### config.mk
export PLATFORM = sky130hd
export DESIGN_NAME = stopwatch_ctrl
export DESIGN_NICKNAME = d
export VERILOG_FILES = /design/src/rtl/stopwatch_ctrl.sv
export SDC_FILE = /design/constraint.sdc
export NUM_CORES = 1
export LEC_CHECK = 0
export ABC_AREA = 1
export ABC_CLOCK_PERIOD_IN_PS = 3500
export BUFFER_PORTS_ARGS = -buffer_cell sky130_fd_sc_hd__buf_2
export CAP_MARGIN = 25
export CORE_MARGIN = 5
export CORE_UTILIZATION = 55
export DETAILED_ROUTE_END_ITERATION = 6
export PLACE_DENSITY_LB_ADDON = 0.3
export SLEW_MARGIN = 20
export SYNTH_ARGS = -nofsm -noshare
export SYNTH_HDL_FRONTEND = slang
export SYNTH_SLANG_ARGS = --single-unit
### constraint.sdc
create_clock -name clk -period 3.5 [get_ports clk]
set_input_delay 0.525 -clock clk [delete_from_list [all_inputs] [get_ports clk]]
set_output_delay 0.525 -clock clk [all_outputs]
set_load 0.03 [all_outputs]
### src/rtl/stopwatch_ctrl.sv
// Stopwatch front-panel controller: button conditioning, run/pause/expire FSM,
// lap capture buffer with timed lap display, and expiry flash generation.
module stopwatch_ctrl #(
  parameter int LAP_DEPTH = 4,
  parameter int HOLD_MS   = 2000,
  parameter int FLASH_MS  = 250
) (
  input  logic                         clk,
  input  logic                         rst,
  input  logic                         start,
  input  logic                         stop,
  input  logic                         lap,
  input  logic                         clr,
  input  logic                         dir,
  input  logic                         tick_1ms,
  input  logic [15:0]                  cur_time,
  input  logic                         at_limit,
  output logic                         cnt_en,
  output logic                         cnt_clr,
  output logic [15:0]                  disp_time,
  output logic                         disp_is_lap,
  output logic                         flash,
  output logic                         lap_full,
  output logic [1:0]                   state,
  output logic [$clog2(LAP_DEPTH):0]   lap_count
);

  localparam int CW = $clog2(LAP_DEPTH) + 1;
  localparam int IW = (LAP_DEPTH > 1) ? $clog2(LAP_DEPTH) : 1;
  localparam int HW = $clog2(HOLD_MS + 1);
  localparam int FW = $clog2(FLASH_MS + 1);

  typedef enum logic [1:0] {
    IDLE    = 2'd0,
    RUN     = 2'd1,
    PAUSED  = 2'd2,
    EXPIRED = 2'd3
  } state_t;

  state_t          st, st_nxt;
  logic [3:0]      sync1, sync2, hist, press;
  logic            start_p, stop_p, lap_p, clr_p;
  logic            do_clr, do_cap, do_view;
  logic            dir_entry;
  logic [HW-1:0]   hold_cnt;
  logic [FW-1:0]   flash_cnt;
  logic [CW-1:0]   lap_idx;
  logic            lap_view;
  logic [15:0]     lap_mem [LAP_DEPTH];
  logic [15:0]     last_lap;

  // Button conditioning: two-flop synchroniser, history flop, rising-edge press
  always_ff @(posedge clk or negedge rst) begin
    if (!rst) begin
      sync1 <= '0;
      sync2 <= '0;
      hist  <= '0;
    end else begin
      sync1 <= {clr, lap, stop, start};
      sync2 <= sync1;
      hist  <= sync2;
    end
  end

  assign press   = sync2 & ~hist;
  assign start_p = press[0];
  assign stop_p  = press[1];
  assign lap_p   = press[2];
  assign clr_p   = press[3];

  assign state    = st;
  assign lap_full = (lap_count == CW'(LAP_DEPTH));

  always_ff @(posedge clk or negedge rst) begin
    if (!rst) st <= IDLE;
    else      st <= st_nxt;
  end

  // Only one action per cycle; clear overrides everything, then per-state priority
  always_comb begin
    st_nxt  = st;
    do_clr  = 1'b0;
    do_cap  = 1'b0;
    do_view = 1'b0;
    if (clr_p) begin
      st_nxt = IDLE;
      do_clr = 1'b1;
    end else begin
      case (st)
        IDLE:    if (start_p) st_nxt = RUN;
        RUN: begin
          if (at_limit)               st_nxt = EXPIRED;
          else if (stop_p)            st_nxt = PAUSED;
          else if (lap_p && !lap_full) do_cap = 1'b1;
        end
        PAUSED: begin
          if (start_p)                          st_nxt  = RUN;
          else if (lap_p && lap_count != '0)    do_view = 1'b1;
        end
        EXPIRED: if (dir != dir_entry) st_nxt = PAUSED;
        default: st_nxt = IDLE;
      endcase
    end
  end

  // Control registers: counter strobes, lap bookkeeping, hold and flash timers
  always_ff @(posedge clk or negedge rst) begin
    if (!rst) begin
      cnt_en    <= 1'b0;
      cnt_clr   <= 1'b0;
      lap_count <= '0;
      hold_cnt  <= '0;
      flash     <= 1'b0;
      flash_cnt <= '0;
      lap_idx   <= '0;
      lap_view  <= 1'b0;
      dir_entry <= 1'b0;
    end else begin
      cnt_en  <= (st_nxt == RUN);
      cnt_clr <= do_clr;

      if (do_clr)      lap_count <= '0;
      else if (do_cap) lap_count <= lap_count + CW'(1);

      if (do_cap)                         hold_cnt <= HW'(HOLD_MS);
      else if (st_nxt != RUN)             hold_cnt <= '0;
      else if (tick_1ms && hold_cnt != '0) hold_cnt <= hold_cnt - HW'(1);

      if (st_nxt == EXPIRED) begin
        if (st != EXPIRED) begin
          flash     <= 1'b1;
          flash_cnt <= '0;
          dir_entry <= dir;
        end else if (tick_1ms) begin
          if (flash_cnt == FW'(FLASH_MS - 1)) begin
            flash_cnt <= '0;
            flash     <= ~flash;
          end else begin
            flash_cnt <= flash_cnt + FW'(1);
          end
        end
      end else begin
        flash     <= 1'b0;
        flash_cnt <= '0;
      end

      // First lap press in PAUSED shows slot 0, later presses walk the stored laps
      if (st_nxt != PAUSED) begin
        lap_view <= 1'b0;
        lap_idx  <= '0;
      end else if (do_view) begin
        lap_view <= 1'b1;
        if (!lap_view || (lap_idx + CW'(1) == lap_count)) lap_idx <= '0;
        else                                                lap_idx <= lap_idx + CW'(1);
      end
    end
  end

  always_ff @(posedge clk) begin
    if (do_cap) begin
      lap_mem[lap_count[IW-1:0]] <= cur_time;
      last_lap                   <= cur_time;
    end
  end

  assign disp_is_lap = ((st == RUN) && (hold_cnt != '0)) || ((st == PAUSED) && lap_view);
  assign disp_time   = !disp_is_lap ? cur_time :
                       (st == RUN)  ? last_lap : lap_mem[lap_idx[IW-1:0]];

endmodule

; Word-level counts from Yosys, hierarchy flattened
; Memory sizes are Yosys's and may differ from the RTL's.
; Cells that the tools add are included.
[op_classes]
add_sub_neg = 4
bitwise = 3
div_mod_pow = 0
n_reduce_logical = 18
eq_ne = 14
n_lt_le_gt_ge = 0
n_mux = 38
mul = 0
n_shift = 0
[op_table]
columns = op, count
row1 = $mux W11, 3
row2 = $mux W16, 2
row3 = $mux W8, 4
row4 = $mux W1, 18
row5 = $mux W3, 5
row6 = $reduce_bool A11 Y1, 1
row7 = $sub A11 B1 Y11 const B, 1
row8 = $mux W2, 5
row9 = $add A8 B1 Y8 const B, 1
row10 = $eq A8 B8 Y1 const B, 1
row11 = $add A3 B1 Y3 const B, 2
row12 = $eq A2 B2 Y1 const B, 3
row13 = $pmux W2 S3, 1
row14 = $reduce_bool A3 Y1, 2
row15 = $logic_and A1 B1 Y1, 5
row16 = $and A4 B4 Y4, 1
row17 = $eq A2 B1 Y1 const B, 2
row18 = $ne A2 B2 Y1 const B, 2
row19 = $not A4 Y4, 1
row20 = $reduce_and A2 Y1, 2
row21 = $reduce_bool A2 Y1, 2
row22 = $eq A3 B3 Y1, 1
row23 = $eq A3 B3 Y1 const B, 1
row24 = $ne A3 B1 Y1 const B, 1
row25 = 8 further kinds, 10
[totals]
regBits = 60
output_inout_bits = 26
mem_bits_ro = 0
mem_count = 1
mem_bits_rw = 64
latch_bits = 0
in_bits = 25
[memory_table]
columns = memory, depth, word_bits, read_ports, rd_ports_with_merged_regs, wr, line_no
row1 = lap_mem, 4, 16, 1, 0, 1, 49  ; logic [15:0] lap_mem [LAP_DEPTH];

; Depth between registers and ports, before layout
[logic_depth]
depth_word = 10
ltp_mapped = 11
depth_no_buf = 11

; Worst setup path after synthesis
; No wires, ideal clock.
[synth_timing]
path_type = flip-flop to flip-flop
from = register lap_count[0]
to = memory lap_mem[1][0], enable pin
path_buffers = 0
required_time_ns = 3.111
path_slack_ns = 0.705
arrival_time_ns = 2.407
setup_time_ns = 0.389
stages_incl_launch_ff = 10
path_cell_list = dfrtp_1 > inv_1 > ha_1 > nand2_1 > nand3_1 > nor2_1 > inv_2 > nor2_8 > inv_2 > nor2_1
[synth_between]
elab_chain_len = 10
[synth_lines]
columns = element, line_no
row1 = from (decl), 25  ; output logic [$clog2(LAP_DEPTH):0] lap_count
row2 = from (signal assigned), 123  ; else if (do_cap) lap_count <= lap_count + CW'(1);
row3 = $eq A3 B3 Y1, 72  ; assign lap_full = (lap_count == CW'(LAP_DEPTH));
row4 = $logic_not A1 Y1, 94  ; else if (lap_p && !lap_full) do_cap = 1'b1;
row5 = $logic_and A1 B1 Y1, 94
row6 = $mux W1, 94
row7 = $mux W1, 93  ; else if (stop_p) st_nxt = PAUSED;
row8 = $mux W1, 92  ; if (at_limit) st_nxt = EXPIRED;
row9 = $mux W1, 89  ; case (st)
row10 = $mux W1, 85  ; if (clr_p) begin
row11 = named net do_cap, 43  ; logic do_clr, do_cap, do_view;
row12 = $mux W1, 160  ; if (do_cap) begin
row13 = $mux W1 (not written as such), 161  ; lap_mem[lap_count[IW-1:0]] <= cur_time;
row14 = to (decl), 49
; The timed path passes the listed nets, and every way through them passes these cells.

; Worst setup path after layout
[layout_timing]
from = register hold_cnt[0]
to = output disp_time[9]
[layout_between]
elab_chain_len = 4
[layout_lines]
columns = element, line_no
row1 = from (decl), 45  ; logic [HW-1:0] hold_cnt;
row2 = from (signal assigned), 125  ; if (do_cap) hold_cnt <= HW'(HOLD_MS);
row3 = from (signal assigned), 127  ; else if (tick_1ms && hold_cnt != '0) hold_cnt <= hold_cnt - HW'(1);
row4 = $reduce_bool A11 Y1, 166  ; assign disp_is_lap = ((st == RUN) && (hold_cnt != '0)) || ((st == PAUSED) && lap_view);
row5 = $logic_and A1 B1 Y1, 166
row6 = $logic_or A1 B1 Y1, 166
row7 = $mux W16, 167  ; assign disp_time = !disp_is_lap ? cur_time :
row8 = to (decl), 20  ; output logic [15:0] disp_time,
; No other way between the ends.

==> flow_summary.json <==
{
  "cap_violations": 0,
  "vias_per_cell": 5.40,
  "mappedNetlistArea_um2": 5720,
  "critPathBufInv": 3,
  "finalClockSkew_ns": 0.00898,
  "drc": 0,
  "fp.dieH_um": 112,
  "synth_most_common_cell": "nand2_1",
  "n_antenna_cell": 0,
  "synth_flop_cell": "edfxtp_1",
  "max-slew-margin-rel": 0.333,
  "critPathLaunch": "hold_cnt[0]$_DFFE_PN0P_",
  "hp-class": "input pin to flip-flop",
  "drtIter0Drc": 240,
  "worstReg2RegStart": "lap_count[0]$_DFFE_PN0P_",
  "clockBufferDepth": 2,
  "critPathMaxFanout": 24,
  "drt-pass1-iter-count": 5,
  "synth_cell_type_count": 37,
  "synth_seq_cells": 124,
  "setup_viol": 0,
  "routed_wl_um": 12200,
  "overflow": 0,
  "powerDensity_nw_per_um2": 701,
  "leakage_uw": 0.00289,
  "synth_area_leader_cell": "edfxtp_1",
  "num_rows": 37,
  "htreeDepth": 4,
  "period_needed_ns": 3.16,
  "cts-root-buf": "clkbuf_8",
  "numCtsBuffers": 17,
  "worst_path_max_delay_cell": "o21ai_2",
  "place_ws_ns": 0.881,
  "ys_seq_area_frac": 0.613,
  "synthArstFlopShare": 0.355,
  "final_hold_viol_count": 0,
  "worstHoldStart": "start",
  "portBuffers": 50,
  "grt_max_degree": 45,
  "areaGrowthSynthToFinish_pct": 18.3,
  "pin_count": 51,
  "synthCells": 572,
  "antenna_found_initial": 0,
  "grt_pass1_vias": 4188,
  "post_cts_buffers": 0,
  "timing.setup.tns_ns": 0,
  "arrival_ns": 2.63,
  "yosys_warnings": 0,
  "critPathTopFamily": "buffers and inverters",
  "rsz0062_at_grt": "false",
  "cts.sinks": 124,
  "path_class": "flip-flop to output pin",
  "wire_per_inst_um": 15.5,
  "grt_pass1_wl_um": 20200,
  "status": "completed",
  "synth.top_cells.by_area": "edfxtp_1, dfrtp_1, nand2_1, nor2_1, o21ai_0",
  "cts_resized": 0,
  "nets": 668,
  "crit_chain": "inv_1 -> ha_1 -> nand3_1 -> nor2_1 -> nand2_1 -> nand2_1 -> o21ai_2 -> buf_4 -> nor2_1 -> a21oi_1 -> buf_2",
  "ant_nets": 0,
  "worstPathRequired_ns": 2.97,
  "hpwl_um": 7570,
  "critPathLaunchType": "flip-flop",
  "cts_tree": "built",
  "initial_core_util": 0.559,
  "track_usage": 0.201,
  "place_congestion": 0.873,
  "syn_avg_cell_area_um2": 9.99,
  "syn_nets": 605,
  "ir_drop_mv": 0.411,
  "max_freq_mhz": 317,
  "maxSlewViolCount": 0,
  "die_area_um2": 12500,
  "synth_top_area_share": 0.420,
  "finalWorstSetupSlack_ns": 0.343,
  "fin_crit_sh": 0.902,
  "synth_edf_count": 80,
  "worstSetupEndpointType": "output pin",
  "drive_gt1_frac": 0.182,
  "tightest_slew_ns": 1.00,
  "synth_top_cells_by_count": "nand2_1, nor2_1, edfxtp_1, o21ai_0, dfrtp_1",
  "die_w_um": 112,
  "dr_total_vias": 4225,
  "clk_latency_ns": 0.52,
  "slowest_delay_ns": 0.38,
  "core_area_um2": 10200,
  "cts.clk_slew.worst_paths_ns": 0.06
}
==> registers in the layout (all words and copies together), names as in the netlist <==
register   count
cnt_clr        1
cnt_en         1
dir_entry      1
flash          1
flash_cnt      8
hist           4
hold_cnt      11
lap_count      3
lap_idx        3
lap_mem       64
lap_view       1
last_lap      16
state          2
sync1          4
sync2          4
==> final timing paths <==
path | end | cells past startpoint | slack, ns
worst max-delay path | disp_time[9] | 11 | 0.34
min in group asynchronous | hold_cnt[1]$_DFFE_PN0P_ | 2 | 0.41
worst max register to register | lap_mem[1][12]$_DFFE_PP_ | 10 | 0.94
max in group asynchronous | lap_idx[2]$_DFFE_PN0P_ | 3 | 2.62
worst min register to register | sync2[1]$_DFF_PN0_ | 0 | 0.35
worst min-delay path | sync1[0]$_DFF_PN0_ | 1 | 0.11
==> routing by layer <==
layer,GRT usage,routed length (um),vias to the layer above
met5,0,0,-
met4,0.0769,195,0
met3,0.0592,715,20
met2,0.327,5960,147
met1,0.256,5300,1998
li1,-,-,2060
==> timing repair <==
action | CTS | global route
hold endpoints to repair | 0 | 10
hold buffers | 0 | 1
endpoints found under the setup margin | 0 | 0
==> layout make-up <==
cell class / instances / area [um^2]
repair buffers: 62 / 375
clock inverters: 13 / 175
clock buffers: 18 / 418
multi-input cells: 377 / 1910
fillers: 784 / 3470
flip-flops and latches: 124 / 3500
inverters: 53 / 204
well taps: 136 / 170
==> layout by cell type (no fill, tap or decap), drive strengths merged, types with 3 or more instances in the layout <==
cell type	instances
nand2	109
nor2	97
edfxtp	80
o21ai	62
buf	61
inv	52
dfrtp	44
nand3	30
a21oi	26
clkbuf	18
a21boi	16
nand4	10
ha	8
clkinv	7
xor2	6
nor3	4
bufinv	4
clkinvlp	3
==> report_power, final <==
part | leakage [uW] | total (uW) | internal [uW] | switching (uW)
Clock | 0.000284 | 1760 | 1140 | 614
Sequential | 0.00130 | 1710 | 1640 | 70.2
Combinational | 0.00131 | 1270 | 368 | 902
==> cell families (layout without fill, tap and decap cells) <==
family	count (synthesis)	after routing	share of synthesized area
and+or+nand+nor	253	253	0.198
DFF	124	124	0.613
AOI/OAI and AO/OA	108	108	0.107
buffers and inverters	71	146	0.0523
adders and majority gates	8	8	0.0175
xor gates and xnor gates	8	8	0.0123
==> through the flow <==
stage	total power [uW]	utilization	hold slack, ns	cells	instance area, um^2
global placement	2960	0.597	0.335	749	6110
finish	4740	0.661	0.114	783	6760
detailed placement	2990	0.597	0.335	749	6110
floorplan	2690	-	0.229	572	5720
global route	4990	0.661	0.0988	783	6760
CTS	4750	0.655	0.0991	780	6700
Note: power is estimated with default switching activity, not from simulation.
